### src/rtl/and_nand_nor_32.sv
// and_nand_nor_32: registered bitwise AND/NAND/NOR unit with reserved-op flag.
// Define AND_NAND_NOR_TRISTATE_EN to release out to Z whenever out_valid is low.
module and_nand_nor_32 #(
  parameter int WIDTH = 32
) (
  input  logic             clk,
  input  logic             rst_n,
  input  logic             in_valid,
  input  logic [1:0]       op,
  input  logic [WIDTH-1:0] a,
  input  logic [WIDTH-1:0] b,
  output logic [WIDTH-1:0] out,
  output logic             out_valid,
  output logic             op_err,
  output logic             zero
);
  logic [WIDTH-1:0] res, nxt;
  always_comb nxt = op == 2'b00 ? a & b : op == 2'b01 ? ~(a & b) : op == 2'b10 ? ~(a | b) : '0;
  always_ff @(posedge clk or negedge rst_n)
    if (!rst_n) begin
      res       <= '0;
      out_valid <= 1'b0;
      op_err    <= 1'b0;
    end else begin
      out_valid <= in_valid && op != 2'b11;
      if (in_valid) begin
        res    <= nxt;
        op_err <= op == 2'b11;
      end
    end
  assign zero = out_valid && res == '0;
`ifdef AND_NAND_NOR_TRISTATE_EN
  assign out = out_valid ? res : {WIDTH{1'bz}};
`else
  assign out = res;
`endif
endmodule

### config.mk
export PLATFORM = sky130hd
export DESIGN_NAME = and_nand_nor_32
export DESIGN_NICKNAME = d
export VERILOG_FILES = /design/src/rtl/and_nand_nor_32.sv
export SDC_FILE = /design/constraint.sdc
export NUM_CORES = 1
export LEC_CHECK = 0
export CORE_MARGIN = 2
export CORE_UTILIZATION = 42
export DETAILED_ROUTE_END_ITERATION = 6
export HOLD_SLACK_MARGIN = 0.05
export PLACE_DENSITY = 0.81
export SYNTH_ARGS = -nofsm -noshare
export SYNTH_HDL_FRONTEND = slang
export SYNTH_SLANG_ARGS = --single-unit
### constraint.sdc
create_clock -name clk -period 1.1 [get_ports clk]
set_input_delay 0.11 -clock clk [delete_from_list [all_inputs] [get_ports clk]]
set_output_delay 0.11 -clock clk [all_outputs]
set_load 0.01 [all_outputs]
# == Yosys cells after proc, flatten, opt, wreduce, memory -nomap -nowiden ==
# Index checks and enable logic that the tools add are counted.
# op_classes
eq_ne,4
n_mux,3
bitwise,4
reduce_logical,4
# ops
op,n
32-bit two-way mux,3
32-bit NOT,2
32-bit bitwise AND,1
32-bit logical NOT,1
32-bit OR,1
"2-bit == test, second input constant",2
"2-bit by 1-bit == test with 1-bit output, second input constant",1
1-bit logical AND,2
2-bit logical NOT,1
"2-bit inequality test, second input constant",1
# totals
ff_bits,34
input_bits,69
out_inout_bits,35
word_cells,18

# == Depth between registers and ports, before layout ==
# Gate-level depths: netlist (run 1).
# depth
depth_word,5
ltp_mapped,5
mapped_depth_nobuf,3

# == Worst setup path after synthesis (run 1) ==
# OpenSTA, ideal clock, no wires.
# synth_timing
kind,flip-flop to output port
start,"reg res[1], in the netlist out[1]"
end,out zero
arrival_ps,1119
required_ps,990
path_slack_ps,-129
path_stages_with_launch,4
n_path_buf,0
path_cell_list,dfrtp_1 -> nor4b_1 -> nand4_1 -> nor3_1
# synth_between
elab_chain_len,2
# synth_lines
item,line,rtl
start: declaration,17,"logic [WIDTH-1:0] res, nxt;"
start signal: assignment,27,res <= nxt;
32-bit logical NOT,31,assign zero = out_valid && res == '0;
1-bit logical AND,31,
end: declaration,15,output logic zero
# Every way passes these cells.

# == Worst setup path after layout (run 1) ==
# layout_timing
start,"reg res[3], in the netlist out[3]"
end,out zero
# The elaborated chain is that of the path after synthesis.

==> results of run 1 <==
flip-flops by register name (all words and copies together), names as in the netlist:
register,count
op_err,1
out_valid,1
out,32
layout make-up:
class / count / area (um^2)
fill: 443 / 1600
inverter: 1 / 3.75
clock buffer: 7 / 86.3
clock inverter: 1 / 5.00
multi-input combinational: 179 / 1450
tap: 72 / 90.1
timing repair buffer: 147 / 1360
sequential: 34 / 851
where the power goes:
group | switching, W | internal (W) | leakage (nW)
Combinational | 0.000575 | 0.000845 | 1.11
Clock | 0.000432 | 0.000504 | 0.0482
Sequential | 0.000111 | 0.00138 | 0.404
Total | 0.00112 | 0.00273 | 1.57
repair_timing:
item | CTS | global route
setup buffers | 10 | 1
pin swaps | 3 | 5
gates cloned | 0 | 0
hold buffers | 1 | 0
resized for setup | 151 | 13
endpoints found under the hold margin | 24 | 0
setup endpoints to repair | 67 | 2
logic make-up after synthesis:
group,count (synthesis),share of synthesized area (%)
buffers and inverters,22,4.68
DFF,34,36.6
and+or+nand+nor,52,15.6
AOI/OAI and AO/OA,127,43.1
worst register-to-register path: stages, from the launching register on:
cell and delay, ns:
dfrtp_1 0.39, buf_4 0.14, buf_6 0.11, o22a_1 0.19
synth_stat cells, types with 2 or more instances:
cell / number
a21bo_2: 31
a21oi_1: 31
buf_2: 11
clkbuf_1: 6
clkbuf_4: 2
dfrtp_1: 34
nand3b_1: 31
nand4_1: 2
nor2_1: 4
nor3b_1: 2
nor4_1: 6
nor4b_1: 2
o22a_1: 20
o22a_2: 11
o31ai_1: 31
metal layers:
metal	vias to the layer above	part of all wire [%]	track usage (%)
met4	0	0.77	4.74
met1	1229	44	31.3
met3	7	5.2	5.52
li1	1208	-	-
met2	72	50	41.6
met5	-	0	0
stage by stage:
| stage | setup WS (ns) | std cells | util (%) |
|---|---|---|---|
| 3_5_place_dp | -0.643 | 431 | 68.3 |
| 4_1_cts | -0.470 | 440 | 69.3 |
| 6_report | -0.500 | 441 | 70.6 |
| 2_1_floorplan | -0.0396 | 235 | - |
| 3_3_place_gp | -0.629 | 431 | 68.3 |
| 5_1_grt | -0.557 | 441 | 70.6 |
worst max-delay path by stage:
stage	from	endpoint	depth (start not counted)
2_1_floorplan	out[16]$_DFFE_PN0P_	zero	2
3_3_place_gp	out[3]$_DFFE_PN0P_	zero	4
3_5_place_dp	out[1]$_DFFE_PN0P_	zero	4
4_1_cts	out[26]$_DFFE_PN0P_	zero	4
5_1_grt	out[25]$_DFFE_PN0P_	zero	4
6_report	out[3]$_DFFE_PN0P_	zero	4
==> results.sh, run 1 <==
export IMPL_crit_required_ns=0.99
export IMPL_clock_latency_ns=0.28
export IMPL_syn_nets=304
export IMPL_antenna_found_initial=0
export IMPL_ios=104
export IMPL_cp_end_kind="primary output"
export IMPL_worst_setup_path_start_kind="flop"
export IMPL_setup_violations=2
export IMPL_cp_cell_sequence="nor4_4 > nand4_1 > nor3_2 > buf_2"
export IMPL_cp_top_family="simple AND/OR/NAND/NOR gates"
export IMPL_drive_above_1_share_pct=36.3
export IMPL_fin_crit_ns=1.60
export IMPL_tns_ns=-0.531
export IMPL_syn_cell_area_um2=2320
export IMPL_yosysUniqueCellTypes=26
export IMPL_synthArstFlopShare_pct=100
export IMPL_grt_pass1_wl_mm=12.0
export IMPL_leakage_nw=1.57
export IMPL_finalClockSkew_ns=0
export IMPL_grt_max_degree=47
export IMPL_grt_pass1_vias=2548
export IMPL_layout_commonest_cell="clkdlybuf4s50_1"
export IMPL_root_buffer="clkbuf_8"
export IMPL_ys_ff_latch=34
export IMPL_drv_slew=0
export IMPL_postLayoutCellArea_um2=3840
export IMPL_maxCapViolCount=0
export IMPL_path_max_fanout=2
export IMPL_viasPerCell=5.71
export IMPL_synth_top_area_cell="dfrtp_1"
export IMPL_layout_common_cells="clkdlybuf4s50_1, dfrtp_1, a21bo_2, nand3b_1, a21oi_1"
export IMPL_vdd_drop_max_uv=526
export IMPL_ant_nets=0
export IMPL_antenna_cells=0
export IMPL_die_h_um=78.4
export IMPL_final_setup_worst_slack_ns=-0.500
export IMPL_r2r_end="out[25]$_DFFE_PN0P_"
export IMPL_rr_worst_depth=3
export IMPL_cts_made_buffers=5
export IMPL_first_pass_iters=4
export IMPL_grt_remaining_overflow=0
export IMPL_grt_usage_pct=24.1
export IMPL_cp_slowest_cell="dfrtp_1"
export IMPL_placed_cell_area_um2=3710
export IMPL_hold_viol_final=0
export IMPL_holdWs_ns=0.305
export IMPL_rows=27
export IMPL_cts_tree="built"
export IMPL_die_width_um=78.4
export IMPL_coreArea_um2=5440
export IMPL_power_w=0.00385
export IMPL_syn_to_final_growth_pct=65.2
export IMPL_slew_headroom_pct=74.7
export IMPL_gp_congestion=0.760
export IMPL_cp_slowest_stage_delay_ns=0.40
export IMPL_fin_nets=437
export IMPL_path_class="reg -> out"
export IMPL_clk_pin_slew_worst_paths_ns=0.07
export IMPL_die_area_um2=6150
export IMPL_clock_path_buffers=2
export IMPL_wirelength_mm=7.29
export IMPL_p_per_area_nw_per_um2=1000
export IMPL_max_freq_mhz=625
export IMPL_synth_edff_count=0
export IMPL_hold_path_class="in -> async"
export IMPL_port_buffers=103
export IMPL_worst_path_buf_inv=1
export IMPL_fin_crit_sh_pct=145
export IMPL_arrival_ns=1.49
export IMPL_synth_largest_type_area_fraction_pct=36.6
export IMPL_failed_checks="setup timing"
export IMPL_rsz0062_at_grt="true"
export IMPL_wl_per_cell_um=16.5
export IMPL_synth_seq_area_share_pct=36.6
export IMPL_tightest_slew_ns=0.380
export IMPL_ys_top_cells_by_area="dfrtp_1, a21bo_2, nand3b_1"
export IMPL_status="finished with violations"
export IMPL_syn_inst=235
export IMPL_synth_warnings=0
export IMPL_worstReg2RegStart="out[25]$_DFFE_PN0P_"
export IMPL_dr_first_iter_drc_count=115
export IMPL_htreeDepth=2
export IMPL_clock_sinks=34
export IMPL_synth_main_ff_cell="dfrtp_1"
export IMPL_initial_core_util_pct=42.7
export IMPL_ff2ff_setup_slack_ns=0.17
export IMPL_drc_errors=0
export IMPL_dp_hpwl_mm=5.34
export IMPL_avgSynthCellArea_um2=9.89
export IMPL_vias=2516
(Power assumes the default switching activity.)
==> run 2: changes to the inputs <==
- CORE_UTILIZATION: 42 -> 46
- PLACE_DENSITY: 0.81 -> 0.87
- clock period: 1.1 -> 2.1 ns (I/O delays scaled with it)
==> results.sh, run 2 (synthesis gave the netlist of run 1 again) <==
export IMPL_fin_crit_sh_pct=90.9
export IMPL_path_class="reg -> out"
export IMPL_max_freq_mhz=524
export IMPL_tns_ns=0
export IMPL_drc_errors=0
export IMPL_die_width_um=75.1
export IMPL_initial_core_util_pct=48.6
export IMPL_rsz0062_at_grt="false"
export IMPL_wl_per_cell_um=17.5
export IMPL_viasPerCell=5.93
export IMPL_dp_hpwl_mm=4.94
export IMPL_fin_crit_ns=1.91
export IMPL_rows=25
export IMPL_wirelength_mm=7.01
export IMPL_gp_congestion=0.807
export IMPL_placed_cell_area_um2=3400
export IMPL_vias=2377
export IMPL_port_buffers=103
export IMPL_grt_max_degree=68
export IMPL_slew_headroom_pct=48.7
export IMPL_worstReg2RegStart="out[3]$_DFFE_PN0P_"
export IMPL_status="finished, final reports clean"
export IMPL_crit_required_ns=1.89
export IMPL_antenna_found_initial=0
export IMPL_fin_nets=402
export IMPL_clock_latency_ns=0.29
export IMPL_postLayoutCellArea_um2=3520
export IMPL_grt_usage_pct=25.4
export IMPL_root_buffer="clkbuf_8"
export IMPL_syn_to_final_growth_pct=51.6
export IMPL_hold_viol_final=0
export IMPL_p_per_area_nw_per_um2=545
export IMPL_tightest_slew_ns=0.769
export IMPL_dr_first_iter_drc_count=159
export IMPL_cts_made_buffers=5
export IMPL_setup_violations=0
export IMPL_crit_path_start="out[6]$_DFFE_PN0P_"
export IMPL_grt_pass1_vias=2264
export IMPL_vdd_drop_max_uv=373
export IMPL_leakage_nw=1.32
export IMPL_ios=104
export IMPL_path_max_fanout=3
export IMPL_crit_end="zero"
export IMPL_rr_worst_depth=1
export IMPL_grt_remaining_overflow=0
export IMPL_finalClockSkew_ns=0
export IMPL_worst_setup_path_start_kind="flop"
export IMPL_layout_common_cells="clkdlybuf4s50_1, dfrtp_1"
export IMPL_die_h_um=75.1
export IMPL_r2r_end="out[3]$_DFFE_PN0P_"
export IMPL_largest_reg_flops=32
export IMPL_maxCapViolCount=0
export IMPL_drv_slew=0
export IMPL_cts_tree="built"
export IMPL_clock_path_buffers=2
export IMPL_first_pass_iters=4
export IMPL_hold_path_class="in -> reg"
export IMPL_die_area_um2=5640
export IMPL_antenna_cells=0
export IMPL_drive_above_1_share_pct=18.6
export IMPL_cp_end_kind="primary output"
export IMPL_layout_commonest_cell="clkdlybuf4s50_1"
export IMPL_grt_pass1_wl_mm=10.8
export IMPL_clk_pin_slew_worst_paths_ns=0.07
export IMPL_htreeDepth=2
export IMPL_coreArea_um2=4790
export IMPL_ff2ff_setup_slack_ns=1.33
export IMPL_arrival_ns=1.70
export IMPL_clock_sinks=34
export IMPL_ant_nets=0
==> run 2: cell types whose count changed in the layout (fill, tap and decap cells not counted), moves of 3 or more <==
cell / change
buf_12: -4
buf_6: -20
buf_2: -20
buf_4: -22
clkdlybuf4s50_1: +36
dlygate4sd2_1: -3
==> run 2: cell type report <==
class / count / area, um^2
well taps: 67 / 83.8
flip-flops and latches: 34 / 851
clock inverters: 1 / 5.00
multi-input cells: 179 / 1390
fillers: 362 / 1260
clock buffers: 7 / 86.3
repair buffers: 112 / 1100
inverters: 1 / 3.75
==> run 2: critical path, stage by stage, from the launching register on <==
cell and delay [ns]:
dfrtp_1 0.40, nor4_1 0.36, nand4_1 0.16, nor3_1 0.19, dlygate4sd2_1 0.30
==> run 2: per-layer routing <==
layer | global-route usage, % | routed length (um) | share of wire (%)
met5 | 0 | 0 | 0
met4 | 7.94 | 102 | 1.5
met3 | 7.23 | 470 | 6.7
met2 | 42.1 | 3440 | 49
met1 | 32.1 | 3000 | 43
==> run 2: timing repair <==
action,4_1_cts,5_1_grt
endpoints found under the setup margin,1,0
setup buffers,0,0
hold buffers,1,0
endpoints found under the hold margin,34,0
resized for setup,5,0
==> run 2: metrics by stage <==
step           hold WS, ns  util [%]  total power, W  setup slack [ns]  cells
3_3_place_gp         0.321      71.0         0.00140             0.169    392
6_report             0.430      73.6         0.00192             0.192    401
5_1_grt              0.431      73.6         0.00201            0.0699    401
4_1_cts              0.423      73.6         0.00193             0.179    401
2_1_floorplan      -0.0856         -         0.00104             0.771    235
3_5_place_dp         0.324      71.0         0.00142             0.149    392
==> run 2: report_power, final <==
group / switching [W] / internal [W] / leakage (nW)
Clock: 0.000239 / 0.000264 / 0.0482
Sequential: 0.0000647 / 0.000724 / 0.404
Combinational: 0.000253 / 0.000376 / 0.869
==> run 2: how the worst min path moves through the flow <==
stage	start	endpoint	slack (ns)	cells after the start
3_5_place_dp	rst_n	out[5]$_DFFE_PN0P_	0.32	1
6_report	in_valid	out_valid$_DFF_PN0_	0.43	3
4_1_cts	in_valid	out_valid$_DFF_PN0_	0.42	3
5_1_grt	in_valid	out_valid$_DFF_PN0_	0.43	3
2_1_floorplan	rst_n	op_err$_DFFE_PN0P_	-0.09	0
3_3_place_gp	rst_n	out[5]$_DFFE_PN0P_	0.32	1
